===== src/rtl/lectura_rtc.sv =====
// lectura_rtc: reads the 9 BCD time/date/timer registers of the RTC over its multiplexed AD bus.
// Latency: start to done = 10*(2*T_PH + 2*T_GAP) + 2 cycles (122 at T_PH=4, T_GAP=2).
// Backpressure: none. start is accepted in IDLE only; start pulses while busy are dropped.
//
// Ports:
//   clk, reset          - clock, asynchronous active-low reset
//   start               - single-cycle refresh request (ignored while busy)
//   SF_24_12            - 1 = 12h mode: hour outputs masked to 5 bits, AM_PM valid
//   AD_in               - data sampled from the RTC bus
//   AD_out, AD_oe       - address/data driven onto the RTC bus and its output enable
//   CS_n, AD_n, WR_n, RD_n - RTC chip select and strobes, all active low
//   busy, done          - sequence in progress / one-cycle commit pulse
//   seg..hora_t, AM_PM  - committed BCD values, updated together on the done cycle

module lectura_rtc #(
    parameter int unsigned T_PH  = 4,   // cycles each address/data strobe is held
    parameter int unsigned T_GAP = 2    // idle cycles between phases
) (
    input  logic       clk,
    input  logic       reset,
    input  logic       start,
    input  logic       SF_24_12,
    input  logic [7:0] AD_in,
    output logic [7:0] AD_out,
    output logic       AD_oe,
    output logic       CS_n,
    output logic       AD_n,
    output logic       WR_n,
    output logic       RD_n,
    output logic       busy,
    output logic       done,
    output logic [7:0] seg,
    output logic [7:0] min,
    output logic [7:0] hora,
    output logic [7:0] day,
    output logic [7:0] month,
    output logic [7:0] year,
    output logic [7:0] seg_t,
    output logic [7:0] min_t,
    output logic [7:0] hora_t,
    output logic       AM_PM
);

    typedef enum logic [2:0] {
        S_IDLE,
        S_ADDR,
        S_GAP1,
        S_DATA,
        S_GAP2,
        S_COMMIT
    } state_t;

    localparam logic [3:0] PH_LAST  = 4'(T_PH - 1);
    localparam logic [3:0] GAP_LAST = 4'(T_GAP - 1);
    localparam logic [3:0] IDX_LAST = 4'd9;
    localparam logic [7:0] CMD      = 8'hF0;   // transfer command, also its own address

    // Transaction index 0 is the command write; 1..9 are the register reads.
    function automatic logic [7:0] addr_of(input logic [3:0] idx);
        logic [7:0] a;
        case (idx)
            4'd0:                                  a = CMD;
            4'd1, 4'd2, 4'd3, 4'd4, 4'd5, 4'd6:    a = 8'h20 + {4'd0, idx};  // 0x21..0x26
            4'd7, 4'd8, 4'd9:                      a = 8'h3A + {4'd0, idx};  // 0x41..0x43
            default:                               a = 8'h00;
        endcase
        return a;
    endfunction

    state_t     state_q, state_d;
    logic [3:0] cnt_q, cnt_d;
    logic [3:0] idx_q, idx_d;
    logic       capture;   // last DATA cycle of a read: latch AD_in
    logic       commit;    // COMMIT cycle: publish the shadow registers

    // Shadow copy of the registers being read; outputs only see it at COMMIT.
    logic [7:0] shadow_q [1:9];

    // Bus pins are registered from the next state so they are glitch-free and
    // line up exactly with state_q.
    logic [7:0] ad_out_q, ad_out_d;
    logic       ad_oe_q, ad_oe_d;
    logic       cs_n_q, cs_n_d;
    logic       ad_n_q, ad_n_d;
    logic       wr_n_q, wr_n_d;
    logic       rd_n_q, rd_n_d;
    logic       busy_q, done_q;

    logic [7:0] seg_q, min_q, hora_q, day_q, month_q, year_q;
    logic [7:0] seg_t_q, min_t_q, hora_t_q;
    logic       am_pm_q;
    logic [7:0] hour_mask;

    // ------------------------------------------------------------------
    // Sequencer: next state, phase counter, transaction index
    // ------------------------------------------------------------------
    always_comb begin
        state_d = state_q;
        cnt_d   = cnt_q + 4'd1;
        idx_d   = idx_q;
        capture = 1'b0;
        commit  = 1'b0;
        case (state_q)
            S_IDLE: begin
                cnt_d = '0;
                if (start) begin
                    state_d = S_ADDR;
                    idx_d   = '0;
                end
            end
            S_ADDR: begin
                if (cnt_q == PH_LAST) begin
                    state_d = S_GAP1;
                    cnt_d   = '0;
                end
            end
            S_GAP1: begin
                if (cnt_q == GAP_LAST) begin
                    state_d = S_DATA;
                    cnt_d   = '0;
                end
            end
            S_DATA: begin
                if (cnt_q == PH_LAST) begin
                    state_d = S_GAP2;
                    cnt_d   = '0;
                    // Sample only at the end of the strobe, when RTC data is settled.
                    capture = (idx_q != 4'd0);
                end
            end
            S_GAP2: begin
                if (cnt_q == GAP_LAST) begin
                    cnt_d = '0;
                    if (idx_q == IDX_LAST) begin
                        state_d = S_COMMIT;
                    end else begin
                        state_d = S_ADDR;
                        idx_d   = idx_q + 4'd1;
                    end
                end
            end
            S_COMMIT: begin
                cnt_d   = '0;
                commit  = 1'b1;
                state_d = S_IDLE;
            end
            default: begin
                cnt_d   = '0;
                state_d = S_IDLE;
            end
        endcase
    end

    // ------------------------------------------------------------------
    // Bus pin decode for the cycle about to start
    // ------------------------------------------------------------------
    always_comb begin
        cs_n_d   = 1'b1;
        ad_n_d   = 1'b1;
        wr_n_d   = 1'b1;
        rd_n_d   = 1'b1;
        ad_oe_d  = 1'b0;
        ad_out_d = 8'h00;
        case (state_d)
            S_ADDR: begin
                cs_n_d   = 1'b0;
                ad_n_d   = 1'b0;
                wr_n_d   = 1'b0;
                ad_oe_d  = 1'b1;
                ad_out_d = addr_of(idx_d);
            end
            S_GAP1: begin
                // The command write keeps driving so its data is stable before WR_n falls.
                if (idx_d == 4'd0) begin
                    ad_oe_d  = 1'b1;
                    ad_out_d = CMD;
                end
            end
            S_DATA: begin
                cs_n_d = 1'b0;
                if (idx_d == 4'd0) begin
                    wr_n_d   = 1'b0;
                    ad_oe_d  = 1'b1;
                    ad_out_d = CMD;
                end else begin
                    rd_n_d = 1'b0;   // bus released: the RTC drives during reads
                end
            end
            default: ;
        endcase
    end

    always_ff @(posedge clk or negedge reset) begin
        if (!reset) begin
            state_q  <= S_IDLE;
            cnt_q    <= '0;
            idx_q    <= '0;
            ad_out_q <= 8'h00;
            ad_oe_q  <= 1'b0;
            cs_n_q   <= 1'b1;
            ad_n_q   <= 1'b1;
            wr_n_q   <= 1'b1;
            rd_n_q   <= 1'b1;
            busy_q   <= 1'b0;
            done_q   <= 1'b0;
        end else begin
            state_q  <= state_d;
            cnt_q    <= cnt_d;
            idx_q    <= idx_d;
            ad_out_q <= ad_out_d;
            ad_oe_q  <= ad_oe_d;
            cs_n_q   <= cs_n_d;
            ad_n_q   <= ad_n_d;
            wr_n_q   <= wr_n_d;
            rd_n_q   <= rd_n_d;
            busy_q   <= (state_d != S_IDLE);
            done_q   <= commit;
        end
    end

    // ------------------------------------------------------------------
    // Shadow capture and atomic commit
    // ------------------------------------------------------------------
    always_ff @(posedge clk or negedge reset) begin
        if (!reset) begin
            for (int i = 1; i <= 9; i++) begin
                shadow_q[i] <= 8'h00;
            end
        end else if (capture) begin
            shadow_q[idx_q] <= AD_in;
        end
    end

    // 12h mode keeps bits 4:0 (bit 5 is the PM flag); 24h mode keeps bits 5:0.
    assign hour_mask = SF_24_12 ? 8'h1F : 8'h3F;

    always_ff @(posedge clk or negedge reset) begin
        if (!reset) begin
            seg_q    <= 8'h00;
            min_q    <= 8'h00;
            hora_q   <= 8'h00;
            day_q    <= 8'h00;
            month_q  <= 8'h00;
            year_q   <= 8'h00;
            seg_t_q  <= 8'h00;
            min_t_q  <= 8'h00;
            hora_t_q <= 8'h00;
            am_pm_q  <= 1'b0;
        end else if (commit) begin
            seg_q    <= shadow_q[1];
            min_q    <= shadow_q[2];
            hora_q   <= shadow_q[3] & hour_mask;
            day_q    <= shadow_q[4];
            month_q  <= shadow_q[5];
            year_q   <= shadow_q[6];
            seg_t_q  <= shadow_q[7];
            min_t_q  <= shadow_q[8];
            hora_t_q <= shadow_q[9] & hour_mask;
            am_pm_q  <= shadow_q[3][5] & SF_24_12;
        end
    end

    assign AD_out = ad_out_q;
    assign AD_oe  = ad_oe_q;
    assign CS_n   = cs_n_q;
    assign AD_n   = ad_n_q;
    assign WR_n   = wr_n_q;
    assign RD_n   = rd_n_q;
    assign busy   = busy_q;
    assign done   = done_q;
    assign seg    = seg_q;
    assign min    = min_q;
    assign hora   = hora_q;
    assign day    = day_q;
    assign month  = month_q;
    assign year   = year_q;
    assign seg_t  = seg_t_q;
    assign min_t  = min_t_q;
    assign hora_t = hora_t_q;
    assign AM_PM  = am_pm_q;

endmodule


===== config.mk =====
export PLATFORM = sky130hd
export DESIGN_NAME = lectura_rtc
export DESIGN_NICKNAME = d
export VERILOG_FILES = /design/src/rtl/lectura_rtc.sv
export SDC_FILE = /design/constraint.sdc
export NUM_CORES = 1
export LEC_CHECK = 0
export BUFFER_PORTS_ARGS = -buffer_cell sky130_fd_sc_hd__buf_4
export CORE_MARGIN = 1.5
export CORE_UTILIZATION = 42
export CTS_CLUSTER_SIZE = 16
export DETAILED_ROUTE_END_ITERATION = 8
export PLACE_DENSITY = 0.7
export SLEW_MARGIN = 0
export SYNTH_ARGS = -nofsm -noshare
export SYNTH_HDL_FRONTEND = slang
export SYNTH_SLANG_ARGS = --single-unit

===== constraint.sdc =====
create_clock -name clk -period 3 [get_ports clk]
set_input_delay 0.6 -clock clk [delete_from_list [all_inputs] [get_ports clk]]
set_output_delay 0.6 -clock clk [all_outputs]
set_load 0.02 [all_outputs]

Word-level counts from Yosys, hierarchy flattened
Cells that the tools add are included.
{"block": "classes", "reduce_logical": 11, "n_mux": 31, "add_sub_neg": 4, "n_bitwise": 4, "n_eq_ne": 20, "magnitude_cmp": 2}
{"cell": "72-bit bitwise mux", "count": 1}
{"cell": "8-bit demux with 4-bit select", "count": 1}
{"cell": "8-bit one-hot mux with 3 select lines", "count": 1}
{"cell": "4-bit two-way mux", "count": 5}
{"cell": "3-bit two-way mux", "count": 6}
{"cell": "8-bit by 6-bit AND with 8-bit output", "count": 2}
{"cell": "4-bit by 3-bit == test with 1-bit output, second input constant", "count": 4}
{"cell": "8-bit two-way mux", "count": 2}
{"cell": "4-bit one-hot mux with 2 select lines", "count": 2}
{"cell": "8-bit one-hot mux with 2 select lines", "count": 1}
{"cell": "3-bit one-hot mux with 5 select lines", "count": 1}
{"cell": "6-bit by 4-bit adder with 7-bit output, first input constant", "count": 2}
{"cell": "3-bit by 2-bit == test with 1-bit output, second input constant", "count": 4}
{"cell": "4-bit by 2-bit == test with 1-bit output, second input constant", "count": 3}
{"cell": "4-bit == test, second input constant", "count": 3}
{"cell": "4-bit by 1-bit adder with 4-bit output, second input constant", "count": 2}
{"cell": "4-bit by 1-bit == test with 1-bit output, second input constant", "count": 2}
{"cell": "1-bit two-way mux", "count": 8}
{"cell": "2-bit OR reduction", "count": 4}
{"cell": "3-bit by 1-bit == test with 1-bit output, second input constant", "count": 2}
{"cell": "3-bit == test, second input constant", "count": 2}
{"cell": "6-bit two-way mux", "count": 1}
{"cell": "6-bit OR reduction", "count": 1}
{"cell": "5-bit greater-or-equal comparator, second input constant", "count": 1}
{"cell": "other kinds (10)", "count": 11}
{"block": "word_totals", "out_inout_bits": 88, "inputBits": 12, "reg_bits": 171, "elab_cells": 102}

Longest topological paths before layout
{"block": "depth", "word_depth": 8, "mapped_depth": 10, "ltp_nobuf": 10}

Least setup slack after synthesis
Ideal clock, no wire load.
{"block": "synth_path", "kind": "register to register", "start": "register cnt_q[1]", "end": "register ad_out_q[5], in the netlist AD_out[5]", "stages_incl_launch_ff": 9, "path_buffers": 0, "slack_ps": 840, "period_less_slack_ps": 2160, "setup_time_ps": 73, "t_arrival_ps": 2087, "path_cell_list": "dfrtp_1 inv_1 ha_1 or3b_4 o211a_1 a211oi_4 nand3_4 o21a_1 a21oi_2"}
{"block": "synth_between", "elab_chain_len": 7, "word_cells_on_any_way": 30, "classes_between": "add/sub: 2; eq/ne: 14; mux: 10; reduce/logical: 4"}
{"element": "from (decl)", "line": "71", "source": "logic [3:0] cnt_q, cnt_d;"}
{"element": "from (signal assigned)", "line": "208", "source": "cnt_q <= cnt_d;"}
{"element": "parallel branches: the longest is 6 deep, another holds 6-bit by 4-bit adder with 7-bit output"}
{"element": "8-bit one-hot mux with 2 select lines *", "line": "164", "source": "case (state_d)"}
{"element": "net ad_out_d[5]", "line": "81", "source": "logic [7:0] ad_out_q, ad_out_d;"}
{"element": "to (signal assigned)", "line": "210", "source": "ad_out_q <= ad_out_d;"}
{"element": "to (decl)", "line": "81"}
Mark *: on every way through the listed nets, which the timed path passes.
A chain may end at the register's enable or synchronous reset.

Final worst setup path
{"block": "layout_path", "start": "register cnt_q[1]", "end": "register ad_out_q[3], in the netlist AD_out[3]"}
{"block": "layout_between", "elab_chain_len": 7, "word_cells_on_any_way": 29, "classes_between": "add/sub: 2; eq/ne: 14; mux: 9; reduce/logical: 4"}
{"element": "4-bit by 1-bit == test with 1-bit output *", "line": "132", "source": "if (cnt_q == GAP_LAST) begin"}
{"element": "4-bit two-way mux *", "line": "132"}
{"element": "4-bit one-hot mux with 2 select lines *", "line": "103", "source": "case (state_q)"}
{"element": "net idx_d[2]", "line": "72", "source": "logic [3:0] idx_q, idx_d;"}
{"element": "parallel branches: the longest is 2 deep, another holds 6-bit by 4-bit adder with 7-bit output"}
{"element": "8-bit one-hot mux with 3 select lines *", "line": "61", "source": "case (idx)"}
{"element": "8-bit one-hot mux with 2 select lines *", "line": "164"}
{"element": "net ad_out_d[3]", "line": "81"}
Marked as above.

==> flow_results.xml <==
<?xml version="1.0" encoding="UTF-8"?>
<metrics>
  <group name="status">
    <metric name="outcome" unit="">complete, no violations</metric>
  </group>
  <group name="setup_path">
    <metric name="timing_worst_setup_path_type" unit="">reg2reg</metric>
    <metric name="worst-path-max-fanout" unit="">6</metric>
    <metric name="worstPathBufferInverterCount" unit="">2</metric>
    <metric name="worst-endpoint-arrival" unit="ns">2.88</metric>
    <metric name="cell_class_contributing_the_biggest_share_of_worst_path_delay" unit="">simple AND/OR/NAND/NOR gates</metric>
    <metric name="crit_chain" unit="">inv_1 -&gt; ha_1 -&gt; nor3b_2 -&gt; a211oi_1 -&gt; a221oi_2 -&gt; inv_2 -&gt; nand2_1 -&gt; ha_1 -&gt; nor3_2</metric>
    <metric name="worst_path_largest_cell_delay" unit="ns">0.50</metric>
    <metric name="critPathMostFrequentCell" unit="">sky130_fd_sc_hd__ha_1</metric>
    <metric name="cp_slowest_cell" unit="">sky130_fd_sc_hd__a221oi_2</metric>
    <metric name="critPathLaunchType" unit="">flop</metric>
    <metric name="timing.critical_path.required" unit="ns">3.36</metric>
    <metric name="critical_path.endpoint_type" unit="">flop</metric>
  </group>
  <group name="synthesis">
    <metric name="ys_types" unit="">55</metric>
    <metric name="post-synth-top-area-cell" unit="">sky130_fd_sc_hd__dfrtp_1</metric>
    <metric name="netlist.area_leader.share" unit="%">60.8</metric>
    <metric name="synth.area.top_cells" unit="">sky130_fd_sc_hd__dfrtp_1 61%, sky130_fd_sc_hd__nand2_1 12%, sky130_fd_sc_hd__mux2_2 6.9%</metric>
    <metric name="synth_edf_count" unit="">0</metric>
    <metric name="ys_ff_latch" unit="">163</metric>
    <metric name="ys_warn_count" unit="">0</metric>
    <metric name="synth.avg_cell_area" unit="um^2">11.3</metric>
    <metric name="ys_seq_area_share" unit="%">62.4</metric>
    <metric name="syn-instance-count" unit="">578</metric>
    <metric name="syn_area" unit="um^2">6540</metric>
    <metric name="yosys_most_used_dff" unit="">sky130_fd_sc_hd__dfrtp_1</metric>
    <metric name="synth.most_common_cell" unit="">sky130_fd_sc_hd__nand2_1</metric>
    <metric name="async_set_or_reset_register_ratio_after_synthesis" unit="%">100</metric>
    <metric name="netlist_top_cells_count" unit="">217 x sky130_fd_sc_hd__nand2_1, 159 x sky130_fd_sc_hd__dfrtp_1, 40 x sky130_fd_sc_hd__mux2_2</metric>
  </group>
  <group name="power_and_ir_drop">
    <metric name="power.leakage" unit="nW">4.12</metric>
    <metric name="peakVddDrop" unit="mV">0.427</metric>
    <metric name="p_per_area" unit="nW/um^2">584</metric>
  </group>
  <group name="grt">
    <metric name="grt_first_pass_wirelength" unit="um">23200</metric>
    <metric name="grt_overflow_total" unit="">0</metric>
    <metric name="grt_antenna_before_repair" unit="">0</metric>
    <metric name="pin_count_of_the_biggest_net_entering_global_routing" unit="">73</metric>
    <metric name="via_count_of_the_first_global_routing_pass" unit="">4506</metric>
    <metric name="gr_usage_total" unit="%">18.3</metric>
  </group>
  <group name="worst_hold_path">
    <metric name="worstHoldPathType" unit="">in2async</metric>
  </group>
  <group name="sta">
    <metric name="setup_slack" unit="ns">0.477</metric>
    <metric name="fin_crit_sh" unit="%">84.1</metric>
    <metric name="tightest_slew" unit="ns">0.759</metric>
    <metric name="finalMaxSlewViolations" unit="">0</metric>
    <metric name="max_freq" unit="MHz">396</metric>
    <metric name="setup_viol" unit="">0</metric>
    <metric name="rsz0062_at_grt" unit="">no</metric>
    <metric name="finalCriticalPeriod" unit="ns">2.52</metric>
    <metric name="timing.clock.skew" unit="ns">0.0171</metric>
    <metric name="max_slew_margin" unit="%">49.4</metric>
    <metric name="timing.final.hold_violations" unit="">0</metric>
    <metric name="timing.setup.tns" unit="ns">0</metric>
    <metric name="worst_hold_slack" unit="ns">0.141</metric>
  </group>
  <group name="cts">
    <metric name="cts_hold_repair.buffers" unit="">0</metric>
    <metric name="cts_made_buffers" unit="">17</metric>
    <metric name="cts.reportedPaths.clkPinSlew" unit="ns">0.06</metric>
    <metric name="cts_max_level" unit="">4</metric>
    <metric name="tritoncts" unit="">built</metric>
    <metric name="post_cts_buffers" unit="">0</metric>
    <metric name="max-clock-path-buffers" unit="">2</metric>
    <metric name="cts_root_buf" unit="">sky130_fd_sc_hd__clkbuf_16</metric>
    <metric name="worstSkewPairLatency" unit="ns">0.44</metric>
    <metric name="cts-resized-gates" unit="">0</metric>
    <metric name="clock-sinks" unit="">163</metric>
  </group>
  <group name="placed_design">
    <metric name="place.port_buffers" unit="">95</metric>
    <metric name="dp_worst_setup_slack" unit="ns">0.503</metric>
    <metric name="hpwlAfterDp" unit="um">9430</metric>
    <metric name="gp_congestion" unit="">0.841</metric>
  </group>
  <group name="routing">
    <metric name="detail_route.first_pass.iterations" unit="">4</metric>
    <metric name="vias_per_cell" unit="">5.09</metric>
    <metric name="drtAntennaViolNets" unit="">0</metric>
    <metric name="via_count" unit="">4452</metric>
    <metric name="drtIter0Drc" unit="">309</metric>
    <metric name="drt-wirelength-per-cell" unit="um">16.3</metric>
    <metric name="drc_errors" unit="">0</metric>
    <metric name="finalWirelength" unit="um">14300</metric>
  </group>
  <group name="final_layout">
    <metric name="synthToLayoutAreaGrowth" unit="%">23.3</metric>
    <metric name="fraction_of_layout_cells_with_a_size_suffix_above_1" unit="%">28.1</metric>
    <metric name="finalNetCount" unit="">694</metric>
    <metric name="antenna-diode-count" unit="">0</metric>
  </group>
  <group name="floorplanning">
    <metric name="ioPinCount" unit="">100</metric>
    <metric name="fp.dieH" unit="um">128</metric>
    <metric name="floorplan.core_area" unit="um^2">15200</metric>
    <metric name="std_cell_rows" unit="">45</metric>
    <metric name="die_width" unit="um">128</metric>
    <metric name="effective_utilization_at_floorplan" unit="%">43.0</metric>
    <metric name="floorplan.die_area" unit="um^2">16300</metric>
  </group>
  <group name="run">
    <metric name="maxCapViolations" unit="">0</metric>
  </group>
</metrics>
[power breakdown]
group	switching, mW	internal, mW	total (mW)
registers	0.0257	2.25	2.27
logic	0.0782	0.0453	0.123
clock network	0.839	1.47	2.31
total	0.943	3.76	4.71
[flip-flops by register name, indices dropped and copies added, names as in the netlist, 3 cells and up]
name      flops
min_t         8
hora_t        6
seg_t         8
seg           8
state_q       3
shadow_q     68
day           8
AD_out        8
month         8
year          8
cnt_q         4
idx_q         4
min           8
hora          6
[logic make-up after synthesis]
logic type	count (synthesis)	synth area share (%)
AOI/OAI and AO/OA	34	4.02
xor gates and xnor gates	5	0.670
adders and majority gates	8	1.53
buffers and inverters	38	2.52
DFF	163	62.4
muxes	69	11.9
other	1	0.0573
and+or+nand+nor	260	16.9
[layout make-up]
| cell class | instances | area, um^2 |
|---|---|---|
| sequential | 163 | 4080 |
| timing repair buffer | 99 | 759 |
| clock inverter | 10 | 153 |
| inverter | 13 | 48.8 |
| fill | 1301 | 7130 |
| multi-input combinational | 380 | 2300 |
| clock buffer | 22 | 484 |
| tap | 188 | 235 |
[cells in the final DEF (no fill, tap or decap), types with 3 or more instances in the layout]
cell	count
sky130_fd_sc_hd__a211oi_1	4
sky130_fd_sc_hd__ha_1	8
sky130_fd_sc_hd__bufinv_16	4
sky130_fd_sc_hd__conb_1	4
sky130_fd_sc_hd__mux2_1	29
sky130_fd_sc_hd__dfstp_2	4
sky130_fd_sc_hd__dfrtp_1	159
sky130_fd_sc_hd__clkbuf_8	4
sky130_fd_sc_hd__inv_2	3
sky130_fd_sc_hd__nand3_1	6
sky130_fd_sc_hd__xor2_1	3
sky130_fd_sc_hd__buf_4	97
sky130_fd_sc_hd__nor2_1	12
sky130_fd_sc_hd__nand2_1	217
sky130_fd_sc_hd__o21ai_0	5
sky130_fd_sc_hd__a21oi_1	6
sky130_fd_sc_hd__inv_1	10
sky130_fd_sc_hd__clkbuf_16	17
sky130_fd_sc_hd__clkinv_2	5
sky130_fd_sc_hd__mux2_2	40
[layer usage]
layer / part of all wire (%) / global-route usage, % / up-vias
met5: 0 / 0 / -
met4: 1.1 / 6.54 / 0
met3: 5.3 / 4.47 / 19
met2: 49 / 29.8 / 113
met1: 45 / 24.1 / 2239
li1: - / - / 2081
[per-stage QoR]
| stage | utilization [%] | cells | power [mW] | area [um^2] |
|---|---|---|---|---|
| CTS | 53.1 | 875 | 4.75 | 8070 |
| global route | 53.1 | 875 | 4.85 | 8070 |
| floorplan | - | 581 | 2.35 | 6550 |
| finish | 53.1 | 875 | 4.71 | 8070 |
| detailed placement | 48.9 | 843 | 2.44 | 7430 |
| global placement | 48.9 | 843 | 2.43 | 7430 |
[path summary, 6_finish.rpt]
check                                   from  slack, ns  cells after the start   endpoint
min in group clk                    SF_24_12       0.45                      3    hora[5]
worst min register to register  shadow_q[24]       0.46                      2    year[0]
max in group asynchronous              reset       2.04                      2     day[1]
worst min-delay path                   reset       0.14                      1  AD_out[0]
worst max-delay path                cnt_q[1]       0.48                      9  AD_out[3]
worst max register to register      cnt_q[1]       0.48                      9  AD_out[3]
(Power assumes the default switching activity.)
